### src/rtl/uart_pkg.sv
// Shared types and sizing helpers for the configurable UART transmitter.
package uart_pkg;

   typedef enum logic [2:0] {
      IDLE,
      START,
      DATA,
      PARITY,
      STOP
   } tx_state_e;

   typedef enum logic [1:0] {
      PAR_NONE = 2'b00,
      PAR_EVEN = 2'b01,
      PAR_ODD  = 2'b10
   } par_mode_e;

   // Wide enough to count a two-stop-bit period without wrapping.
   function automatic int tick_w(input int sb_tick);
      return $clog2(2 * sb_tick);
   endfunction

endpackage

### src/rtl/uart_tx_cfg_baud_gen.sv
// Oversample tick generator: one s_tick every dvsr+1 cycles, clear restarts the phase.
module uart_baud_gen #(
   parameter int DVSR_W = 11
) (
   input  logic              clk,
   input  logic              rst,
   input  logic [DVSR_W-1:0] dvsr,
   input  logic              clear,
   output logic              s_tick
);

   logic [DVSR_W-1:0] cnt_q, cnt_d;

   assign s_tick = (cnt_q == dvsr);

   always_comb begin
      cnt_d = cnt_q + 1'b1;
      if (clear || s_tick) begin
         cnt_d = '0;
      end
   end

   always_ff @(posedge clk) begin
      if (rst) begin
         cnt_q <= '0;
      end else begin
         cnt_q <= cnt_d;
      end
   end

endmodule

### src/rtl/uart_tx_cfg.sv
// UART transmitter with latched per-frame config and back-to-back frames.
// Parity support is built only when UART_TX_PARITY_EN is defined.
module uart_tx_cfg
   import uart_pkg::*;
#(
   parameter int DBIT    = 8,
   parameter int SB_TICK = 16,
   parameter int DVSR_W  = 11
) (
   input  logic              clk,
   input  logic              rst,
   input  logic [DBIT-1:0]   din,
   input  logic              tx_start,
   input  logic [DVSR_W-1:0] dvsr,
   input  logic [1:0]        par_mode,
   input  logic              stop2,
   output logic              tx,
   output logic              tx_ready,
   output logic              tx_busy,
   output logic              tx_done_tick
);

   localparam int TW = tick_w(SB_TICK);
   localparam int BW = (DBIT > 1) ? $clog2(DBIT) : 1;
   localparam logic [TW-1:0] BIT_LAST = TW'(SB_TICK - 1);
   localparam logic [TW-1:0] STOP2_LAST = TW'(2 * SB_TICK - 1);
   localparam logic [BW-1:0] N_LAST = BW'(DBIT - 1);

   tx_state_e         state_q, state_d;
   logic [TW-1:0]     s_q, s_d;
   logic [BW-1:0]     n_q, n_d;
   logic [DBIT-1:0]   b_q, b_d;
   logic [DVSR_W-1:0] dvsr_q, dvsr_d;
   logic              stop2_q, stop2_d;
   logic              tx_q, tx_d;
   logic              s_tick, accept, done;
   logic [TW-1:0]     stop_last;
   logic              pen_q, pbit_q;

`ifdef UART_TX_PARITY_EN
   logic pen_d, pbit_d;
`else
   logic unused_par;
   assign unused_par = ^par_mode;
   assign pen_q  = 1'b0;
   assign pbit_q = 1'b0;
`endif

   uart_baud_gen #(.DVSR_W(DVSR_W)) u_baud (
      .clk    (clk),
      .rst    (rst),
      .dvsr   (dvsr_q),
      .clear  (accept),
      .s_tick (s_tick)
   );

   assign stop_last    = stop2_q ? STOP2_LAST : BIT_LAST;
   assign done         = !rst && (state_q == STOP) && s_tick
                         && (s_q == stop_last);
   assign tx_done_tick = done;
   assign tx_ready     = (state_q == IDLE) || done;
   assign tx_busy      = (state_q != IDLE);
   assign accept       = tx_start && tx_ready;
   assign tx           = tx_q;

   always_comb begin
      state_d = state_q;
      s_d     = s_q;
      n_d     = n_q;
      b_d     = b_q;
      dvsr_d  = dvsr_q;
      stop2_d = stop2_q;
      tx_d    = tx_q;
`ifdef UART_TX_PARITY_EN
      pen_d   = pen_q;
      pbit_d  = pbit_q;
`endif
      if (accept) begin
         state_d = START;
         s_d     = '0;
         n_d     = '0;
         b_d     = din;
         dvsr_d  = dvsr;
         stop2_d = stop2;
         tx_d    = 1'b0;
`ifdef UART_TX_PARITY_EN
         pen_d   = (par_mode == PAR_EVEN) || (par_mode == PAR_ODD);
         pbit_d  = (^din) ^ (par_mode == PAR_ODD);
`endif
      end else if (s_tick) begin
         unique case (state_q)
            START: begin
               s_d = s_q + 1'b1;
               if (s_q == BIT_LAST) begin
                  state_d = DATA;
                  s_d     = '0;
                  tx_d    = b_q[0];
               end
            end
            DATA: begin
               s_d = s_q + 1'b1;
               if (s_q == BIT_LAST) begin
                  s_d = '0;
                  b_d = b_q >> 1;
                  if (n_q == N_LAST) begin
                     state_d = pen_q ? PARITY : STOP;
                     tx_d    = pen_q ? pbit_q : 1'b1;
                  end else begin
                     n_d  = n_q + 1'b1;
                     tx_d = b_q[1];
                  end
               end
            end
`ifdef UART_TX_PARITY_EN
            PARITY: begin
               s_d = s_q + 1'b1;
               if (s_q == BIT_LAST) begin
                  state_d = STOP;
                  s_d     = '0;
                  tx_d    = 1'b1;
               end
            end
`endif
            STOP: begin
               s_d = s_q + 1'b1;
               if (s_q == stop_last) begin
                  state_d = IDLE;
                  s_d     = '0;
                  tx_d    = 1'b1;
               end
            end
            default: begin
               tx_d = 1'b1;
            end
         endcase
      end
   end

   always_ff @(posedge clk) begin
      if (rst) begin
         state_q <= IDLE;
         s_q     <= '0;
         n_q     <= '0;
         b_q     <= '0;
         dvsr_q  <= '0;
         stop2_q <= 1'b0;
         tx_q    <= 1'b1;
      end else begin
         state_q <= state_d;
         s_q     <= s_d;
         n_q     <= n_d;
         b_q     <= b_d;
         dvsr_q  <= dvsr_d;
         stop2_q <= stop2_d;
         tx_q    <= tx_d;
      end
   end

`ifdef UART_TX_PARITY_EN
   always_ff @(posedge clk) begin
      if (rst) begin
         pen_q  <= 1'b0;
         pbit_q <= 1'b0;
      end else begin
         pen_q  <= pen_d;
         pbit_q <= pbit_d;
      end
   end
`endif

endmodule

### config.mk
export PLATFORM = sky130hd
export DESIGN_NAME = uart_tx_cfg
export DESIGN_NICKNAME = d
export VERILOG_FILES = /design/src/rtl/uart_pkg.sv /design/src/rtl/uart_tx_cfg_baud_gen.sv /design/src/rtl/uart_tx_cfg.sv
export SDC_FILE = /design/constraint.sdc
export NUM_CORES = 1
export LEC_CHECK = 0
export ABC_CLOCK_PERIOD_IN_PS = 3300
export CORE_MARGIN = 2
export CORE_UTILIZATION = 55
export DETAILED_ROUTE_END_ITERATION = 10
export PLACE_DENSITY = 0.84
export SETUP_SLACK_MARGIN = 0.3
export SKIP_CTS_REPAIR_TIMING = 1
export SLEW_MARGIN = 20
export SYNTH_ARGS = -nofsm -noshare
export SYNTH_HDL_FRONTEND = slang
export SYNTH_SLANG_ARGS = --single-unit
### constraint.sdc
create_clock -name clk -period 3.3 [get_ports clk]
set_clock_uncertainty 0.15 [all_clocks]
set_input_delay 0.66 -clock clk [delete_from_list [all_inputs] [get_ports clk]]
set_output_delay 0.66 -clock clk [all_outputs]
set_load 0.1 [all_outputs]
==> results of run 1 <==
kinds of logic (layout without fill, tap and decap cells):
family | count (synthesis) | in the layout | synth area share (%)
simple gates | 98 | 98 | 24.1
flops | 43 | 43 | 38.1
mux | 6 | 6 | 2.66
buf+inv | 28 | 49 | 5.59
xor+xnor | 23 | 23 | 8.91
fa+ha+maj | 6 | 6 | 3.32
compound gates | 59 | 59 | 17.4
worst max-delay path, cell delays in order, from the launching register on:
cell and delay, ns:
dfxtp_1 0.39, ha_1 0.20, and3_1 0.19, inv_1 0.10, nor3_4 0.26, and4_4 0.32, nand2b_4 0.15, buf_12 0.17
sequential cells by signal, indices dropped and copies added, names as in the netlist:
name,count
b_q,8
dvsr_q,11
n_q,3
s_q,5
state_q,3
stop2_q,1
tx,1
u_baud.cnt_q,11
layer usage:
| metal | routed length [um] | part of all wire, % | up-vias | track usage [%] |
|---|---|---|---|---|
| li1 | - | - | 998 | - |
| met1 | 2240 | 46 | 914 | 31.3 |
| met2 | 2370 | 48 | 53 | 38.5 |
| met3 | 242 | 4.9 | 6 | 4.77 |
| met4 | 58 | 1.2 | 0 | 8.25 |
| met5 | 0 | 0 | - | 0 |
through the flow:
| stage | util, % | cell area (um^2) |
|---|---|---|
| 2_1_floorplan | - | 2270 |
| 3_3_place_gp | 65.0 | 2580 |
| 3_5_place_dp | 65.0 | 2580 |
| 4_1_cts | 67.2 | 2670 |
| 5_1_grt | 67.8 | 2690 |
| 6_report | 67.8 | 2690 |
final timing paths:
check | cells after the start | to | slack [ns] | from
min reg2reg | 2 | dvsr_q[4] | 0.33 | dvsr_q[4]
max reg2reg | 8 | b_q[4] | 0.46 | s_q[0]
max | 7 | tx_ready | 0.40 | s_q[0]
min | 2 | dvsr_q[4] | 0.33 | dvsr_q[4]
final cells by class:
class | count | share of cell area [%]
tap | 50 | 2.32
clock inverter | 1 | 0.186
multi-input combinational | 192 | 48.3
inverter | 8 | 1.12
sequential | 43 | 32.0
clock buffer | 6 | 3.07
timing repair buffer | 34 | 13.0
power by group through the flow:
stage                     Combinational (mW)  Clock [mW]  Sequential, mW
after floorplan                        0.157           0           0.585
after global placement                 0.232           0           0.582
after detailed placement               0.236           0           0.583
after CTS                              0.237       0.341           0.571
after global routing                   0.262       0.360           0.575
final                                  0.240       0.338           0.571
cell usage in the layout, fill, tap and decap left out, drive strengths merged, types with 11 or more instances in the layout:
cell type      instances
a21oi                 20
clkdlybuf4s50         21
buf                   12
nor2                  22
o211ai                13
nand3                 18
nand2                 14
nor3                  11
dfxtp                 43
xnor2                 15
==> impl_table.tex, run 1 <==
\begin{tabular}{lr}
\hline
Metric & Value \\
\hline
\multicolumn{2}{l}{\textbf{Cells and area}} \\
Synthesis-to-layout area growth & 19.0\% \\
Final-layout fill cell count & 324 \\
Non-filler instance count after layout & approximately 330 \\
Multi-input combinational cell area & $\sim$1300 um\^{}2 \\
Fraction of layout cells with a size suffix above 1 & 11.6\% \\
Number of inserted diodes & 0 \\
Sequential cell area & about 860 um\^{}2 \\
Nets@finish & roughly 320 \\
\multicolumn{2}{l}{\textbf{Synthesis}} \\
Area of the mapped netlist & about 2300 um\^{}2 \\
Post-Synthesis Mean Instance Area & $\sim$8.6 um\^{}2 \\
Synthesized net count & $\sim$290 \\
Post-synthesis instance total & about 260 \\
Async set-or-reset flop fraction in the synthesized netlist & 0\% \\
Number of unique standard cell types used by synthesis & 47 \\
Commonest cells in the synthesized netlist & 43 x dfxtp\_1, 22 x nor2\_1, 20 x a21oi\_1 \\
Most area-hungry cell type in the Yosys netlist & dfxtp\_1 \\
Number of synthesis warnings & 0 \\
Synth area leaders & dfxtp\_1 38\%, xnor2\_1 5.8\%, a21oi\_1 4.4\% \\
Portion of the post-synthesis area used by sequential elements & a little under two fifths \\
Most common cell in the netlist & dfxtp\_1 \\
Most common flop cell mapped by yosys & dfxtp\_1 \\
Share of the synthesized area in the top cell type & a little under two fifths \\
Yosys reg bits & between 40 and 50 \\
EDFF count, synth & 0 \\
\multicolumn{2}{l}{\textbf{Worst hold path}} \\
Worst hold path class & register to register \\
\multicolumn{2}{l}{\textbf{Clock tree}} \\
Insertion delay of the later-clocked pin in the worst-skew pair & around 0.3 ns \\
Clock transition time at the flip-flop clock pins of the worst setup and hold paths & $\sim$0.08 ns \\
Clock buffers created by TritonCTS & 5 \\
Clk sink count & 43 \\
Number of levels in the clock H-tree & 2 \\
Clock tree from TritonCTS & done \\
CTS Root Cell & clkbuf\_8 \\
Clock buffer depth & 2 \\
\multicolumn{2}{l}{\textbf{Floorplanning}} \\
Core area & $\sim$4000 um\^{}2 \\
Number of rows in the core area & 23 \\
Die Outline Area & roughly 4600 um\^{}2 \\
Horizontal die dimension & 68.1 um \\
Initial core utilization & a little under three fifths \\
Chip Height & about 68 um \\
Ports & 29 \\
\multicolumn{2}{l}{\textbf{Timing}} \\
Worst relative slew slack & 55.4\% \\
Hold Worst Slack & about 0.33 ns \\
Final setup vio count & 0 \\
Max Clk Rate & $\sim$340 MHz \\
RSZ-0062 raised after global routing & no \\
Count of pins over their slew limit & 0 \\
Setup TNS Final & 0 ns \\
Transition at the pin with the smallest max-transition slack & about 0.66 ns \\
Worst setup margin & around 0.40 ns \\
Share of the clock period used by the worst path & around 90\% \\
Final Hold Violating Endpoints & 0 \\
Shortest clock period the worst path allows after layout & around 2.9 ns \\
\multicolumn{2}{l}{\textbf{Worst setup path}} \\
Startpoint kind of the worst setup timing path & register \\
Arrival time worst endpoint & around 2.1 ns \\
Worst setup EP type & primary output \\
Worst Setup Path Type & register to primary output \\
Crit Path Max Fanout & 6 \\
Critical path data required time & roughly 2.5 ns \\
\multicolumn{2}{l}{\textbf{Global route}} \\
First-pass GRT wire length & 8240 um \\
Vias in the first global route & between 1500 and 2000 \\
All-Layer GR Usage & 23.7\% \\
Remaining Overflow, GRT & 0 \\
Largest net degree at the start of global routing & 30 \\
Number of antenna violations at the first check in global routing & 0 \\
\multicolumn{2}{l}{\textbf{Power and ir drop}} \\
Leakage & about 0.96 nW \\
Seq pwr share & 49.7\% \\
Fraction of power spent switching nets & between 20\% and 30\% \\
Total Power & 1.15 mW \\
Worst vdd ir & between 0.2 and 0.3 mV \\
Share of power burned in the clock network & between 20 and 30\% \\
Combinational power share & 20.9\% \\
Power Dens Cells & $\sim$430 nW/um\^{}2 \\
Cell-internal power & between 0.8 and 0.9 mW \\
P\_sw & around 0.34 mW \\
\multicolumn{2}{l}{\textbf{Placement}} \\
\# placed instances & $\sim$330 \\
Input/output buffers & 26 \\
Last weighted congestion value of the routability-driven placer & 0.871 \\
Half-perimeter wire length of the detailed placement result & $\sim$3600 um \\
Setup WS pre-CTS & around 0.17 ns \\
\multicolumn{2}{l}{\textbf{Route}} \\
Remaining DRCs & 0 \\
Number of nets still failing antenna checks after routing & 0 \\
Vias post-DR & $\sim$2000 \\
Wirelength, routed & $\sim$5000 um \\
Post-DR wirelength/cell & $\sim$15 um \\
Via-per-instance ratio & about 5.9 \\
Count of TritonRoute iterations in the first routing pass & 5 \\
Starting DRT DRC Count & 123 \\
\multicolumn{2}{l}{\textbf{Run}} \\
Number of max-cap violations & 0 \\
\multicolumn{2}{l}{\textbf{Run status}} \\
Result of the run & complete, no violations \\
\hline
\end{tabular}
Power figures use the tool's default switching activity.
==> run 2, diff against run 1 <==
--- a/config.mk
+++ b/config.mk
@@ -5,11 +5,11 @@
 export SDC_FILE = /design/constraint.sdc
 export NUM_CORES = 1
 export LEC_CHECK = 0
-export ABC_CLOCK_PERIOD_IN_PS = 3300
+export ABC_CLOCK_PERIOD_IN_PS = 2400
 export CORE_MARGIN = 2
-export CORE_UTILIZATION = 55
+export CORE_UTILIZATION = 49
 export DETAILED_ROUTE_END_ITERATION = 10
-export PLACE_DENSITY = 0.84
+export PLACE_DENSITY = 0.8
 export SETUP_SLACK_MARGIN = 0.3
 export SKIP_CTS_REPAIR_TIMING = 1
 export SLEW_MARGIN = 20
==> constraint.sdc (replaced) <==
create_clock -name clk -period 2.4 [get_ports clk]
set_clock_uncertainty 0.15 [all_clocks]
set_input_delay 0.48 -clock clk [delete_from_list [all_inputs] [get_ports clk]]
set_output_delay 0.48 -clock clk [all_outputs]
set_load 0.1 [all_outputs]
==> run 2 against run 1 <==
The flow now finishes with violations (negative setup slack). Clock power rose by 100%. Combinational power up 87%. Largest cell class unchanged. Setup slack got worse by 0.60 ns. First-iteration DRC count up 72%. Sequential share of layout area is 5.9 points lower. Worst hold slack lost 0.0060 ns. Non-clock buffer count increased by 36. Global-route usage fell by 1.7 points. Final cell count rose by 12%. Core utilization up 8.7 points.
==> impl_table.tex, run 2 (synthesis results as in run 1) <==
\begin{tabular}{lr}
\hline
Metric & Value \\
\hline
\multicolumn{2}{l}{\textbf{Timing}} \\
Shortest clock period the worst path allows after layout & 2.60 ns \\
Count of pins over their slew limit & 0 (unchanged) \\
Worst setup margin & -0.195 ns (was 0.400 ns) \\
Transition at the pin with the smallest max-transition slack & 0.620 ns (was 0.663 ns) \\
Hold Worst Slack & 0.325 ns (was 0.331 ns) \\
Final setup vio count & 11 (was 0) \\
Worst relative slew slack & 58.5\% (was 55.4\%) \\
Share of the clock period used by the worst path & 108\% \\
Final Hold Violating Endpoints & 0 (unchanged) \\
Max Clk Rate & between 300 and 400 MHz \\
RSZ-0062 raised after global routing & yes (was no) \\
Setup TNS Final & -0.784 ns (was 0 ns) \\
\multicolumn{2}{l}{\textbf{Worst setup path}} \\
Worst setup EP type & primary output (unchanged) \\
Worst setup slack for register-to-register paths & -0.12 ns (was 0.46 ns) \\
Worst Setup Path Type & register to primary output (unchanged) \\
Startpoint kind of the worst setup timing path & register (unchanged) \\
Critical path, cell by cell & or3b\_4 > nor3\_4 > and4\_4 > nand2b\_4 > buf\_12 (was ha\_1 > and3\_1 > inv\_1 > nor3\_4 > and4\_4 > nand2b\_4 > buf\_12) \\
Arrival time worst endpoint & 1.97 ns (was 2.09 ns) \\
Crit Path Max Fanout & 5 (was 6) \\
Slowest stage cell, crit path & or3b\_4 (was dfxtp\_1) \\
Crit-path leading delay family & simple AND/OR/NAND/NOR gates (unchanged) \\
Critical path buffers and inverters & 1 (was 2) \\
Number of cell instances on the worst register-to-register path & 8 (unchanged) \\
Capture point of the worst reg-to-reg path & b\_q[6] (was b\_q[4]) \\
Largest stage delay on the critical path & 0.43 ns (was 0.39 ns) \\
Critical path data required time & 1.77 ns (was 2.49 ns) \\
FF-to-FF Start & s\_q[1] (was s\_q[0]) \\
\multicolumn{2}{l}{\textbf{Cells and area}} \\
Number of inserted diodes & 0 (unchanged) \\
Synthesis-to-layout area growth & 49.3\% (was 19.0\%) \\
Most frequent cells in the layout & 36 x buf\_4, 28 x dfxtp\_1, 22 x nor2\_1 (was 42 x dfxtp\_1, 22 x nor2\_1, 21 x clkdlybuf4s50\_1) \\
Final-layout fill cell count & 278 (was 324) \\
Most common cell after layout, fill and taps aside & buf\_4 (was dfxtp\_1) \\
Final design instance area without fill & 3380 um\^{}2 (was 2690 um\^{}2) \\
Nets@finish & 351 (was 315) \\
Fraction of layout cells with a size suffix above 1 & 39.9\% (was 11.6\%) \\
Registers with the highest flip-flop counts & dvsr\_q (11), u\_baud.cnt\_q (11), b\_q (8) (unchanged) \\
\multicolumn{2}{l}{\textbf{Placement}} \\
Placed standard-cell area & 2940 um\^{}2 (was 2580 um\^{}2) \\
Input/output buffers & 26 (unchanged) \\
Last weighted congestion value of the routability-driven placer & 0.816 (was 0.871) \\
Half-perimeter wire length of the detailed placement result & 3850 um (was 3620 um) \\
\multicolumn{2}{l}{\textbf{Worst hold path}} \\
Destination of the worst hold path & dvsr\_q[4] (unchanged) \\
Worst Hold Depth & 2 (unchanged) \\
Worst hold path class & register to register (unchanged) \\
Worst Hold Launch & dvsr\_q[4] (unchanged) \\
\multicolumn{2}{l}{\textbf{Floorplanning}} \\
Chip Height & 71.9 um (was 68.1 um) \\
Horizontal die dimension & 71.9 um (was 68.1 um) \\
Number of rows in the core area & 24 (was 23) \\
Ports & 29 (unchanged) \\
Die Outline Area & 5170 um\^{}2 (was 4640 um\^{}2) \\
Core area & 4410 um\^{}2 (was 3970 um\^{}2) \\
Initial core utilization & 51.2\% (was 56.9\%) \\
\multicolumn{2}{l}{\textbf{Global route}} \\
First-pass GRT wire length & 8990 um (was 8240 um) \\
Vias in the first global route & 1983 (was 1827) \\
All-Layer GR Usage & 22.0\% (was 23.7\%) \\
Largest net degree at the start of global routing & 34 (was 30) \\
Number of antenna violations at the first check in global routing & 0 (unchanged) \\
Remaining Overflow, GRT & 0 (unchanged) \\
\multicolumn{2}{l}{\textbf{Clock tree}} \\
Clock tree from TritonCTS & done (unchanged) \\
CTS Root Cell & clkbuf\_8 (unchanged) \\
Clk sink count & 43 (unchanged) \\
Insertion delay of the later-clocked pin in the worst-skew pair & 0.30 ns (about the same) \\
Clock buffers created by TritonCTS & 5 (unchanged) \\
Number of levels in the clock H-tree & 2 (unchanged) \\
Clock transition time at the flip-flop clock pins of the worst setup and hold paths & 0.09 ns (was 0.08 ns) \\
Clock buffer depth & 2 (unchanged) \\
\multicolumn{2}{l}{\textbf{Run status}} \\
Result of the run & finished with violations (was complete, no violations) \\
Failing checks & negative setup slack \\
\multicolumn{2}{l}{\textbf{Route}} \\
Vias post-DR & 2239 (was 1971) \\
Post-DR wirelength/cell & 17.4 um (was 14.7 um) \\
Starting DRT DRC Count & 212 (was 123) \\
Remaining DRCs & 0 (unchanged) \\
Via-per-instance ratio & 6.00 (was 5.90) \\
Count of TritonRoute iterations in the first routing pass & 4 (was 5) \\
Wirelength, routed & 6500 um (was 4910 um) \\
Number of nets still failing antenna checks after routing & 0 (unchanged) \\
\multicolumn{2}{l}{\textbf{Power and ir drop}} \\
Leakage & 1.23 nW (was 0.960 nW) \\
Worst vdd ir & 0.411 mV (was 0.264 mV) \\
Total Power & 1.92 mW (was 1.15 mW) \\
Power Dens Cells & 569 nW/um\^{}2 (was 427 nW/um\^{}2) \\
\multicolumn{2}{l}{\textbf{Run}} \\
Number of max-cap violations & 0 (unchanged) \\
\hline
\end{tabular}
[run 2: per-layer routing]
layer | global-route usage [%] | share of wire, % | vias up
met1 | 27.2 | 40 | 1076
met3 | 4.58 | 4.5 | 19
met4 | 6.71 | 2.9 | 0
li1 | - | - | 1068
met2 | 38.6 | 53 | 76
met5 | 0 | 0 | -
[run 2: final cells by class]
class,count,area (um^2),share of cell area (%)
timing repair buffer,70,663,19.6
multi-input combinational,192,1600,47.4
sequential,43,882,26.1
clock inverter,2,60.1,1.78
tap,52,65.1,1.93
inverter,8,33.8,1.00
clock buffer,6,72.6,2.15
[run 2: where the power goes]
group | internal, mW | switching, mW | leakage, nW
sequential | 0.753 | 0.0400 | 0.358
combinational | 0.197 | 0.251 | 0.806
clock | 0.416 | 0.265 | 0.0654
total | 1.37 | 0.556 | 1.23
[run 2: worst reg2reg max path, stage by stage (launching register included)]
cell and delay (ns):
dfxtp_2 0.36, ha_4 0.13, and3_4 0.20, ha_4 0.15
nand4bb_1 0.13, or4_4 0.46, or3_4 0.46, mux2i_1 0.16
a211oi_1 0.24
[run 2: worst max-delay path by stage]
stage / depth (start not counted) / end / slack, ns / start
after floorplan: 7 / tx_ready / -0.09 / state_q[0]
after global placement: 7 / b_q[5] / -0.32 / rst
after detailed placement: 7 / b_q[3] / -0.34 / rst
after CTS: 6 / tx_done_tick / -0.22 / rst
after global routing: 5 / tx_ready / -0.22 / state_q[2]
final: 5 / tx_ready / -0.20 / state_q[2]
[run 2: per-stage QoR]
step                      utilization, %  cells  setup slack (ns)
after floorplan                        -    263           -0.0901
after global placement              66.6    356            -0.325
after detailed placement            66.6    356            -0.335
after CTS                           69.6    364            -0.221
after global routing                76.5    373            -0.220
final                               76.5    373            -0.195
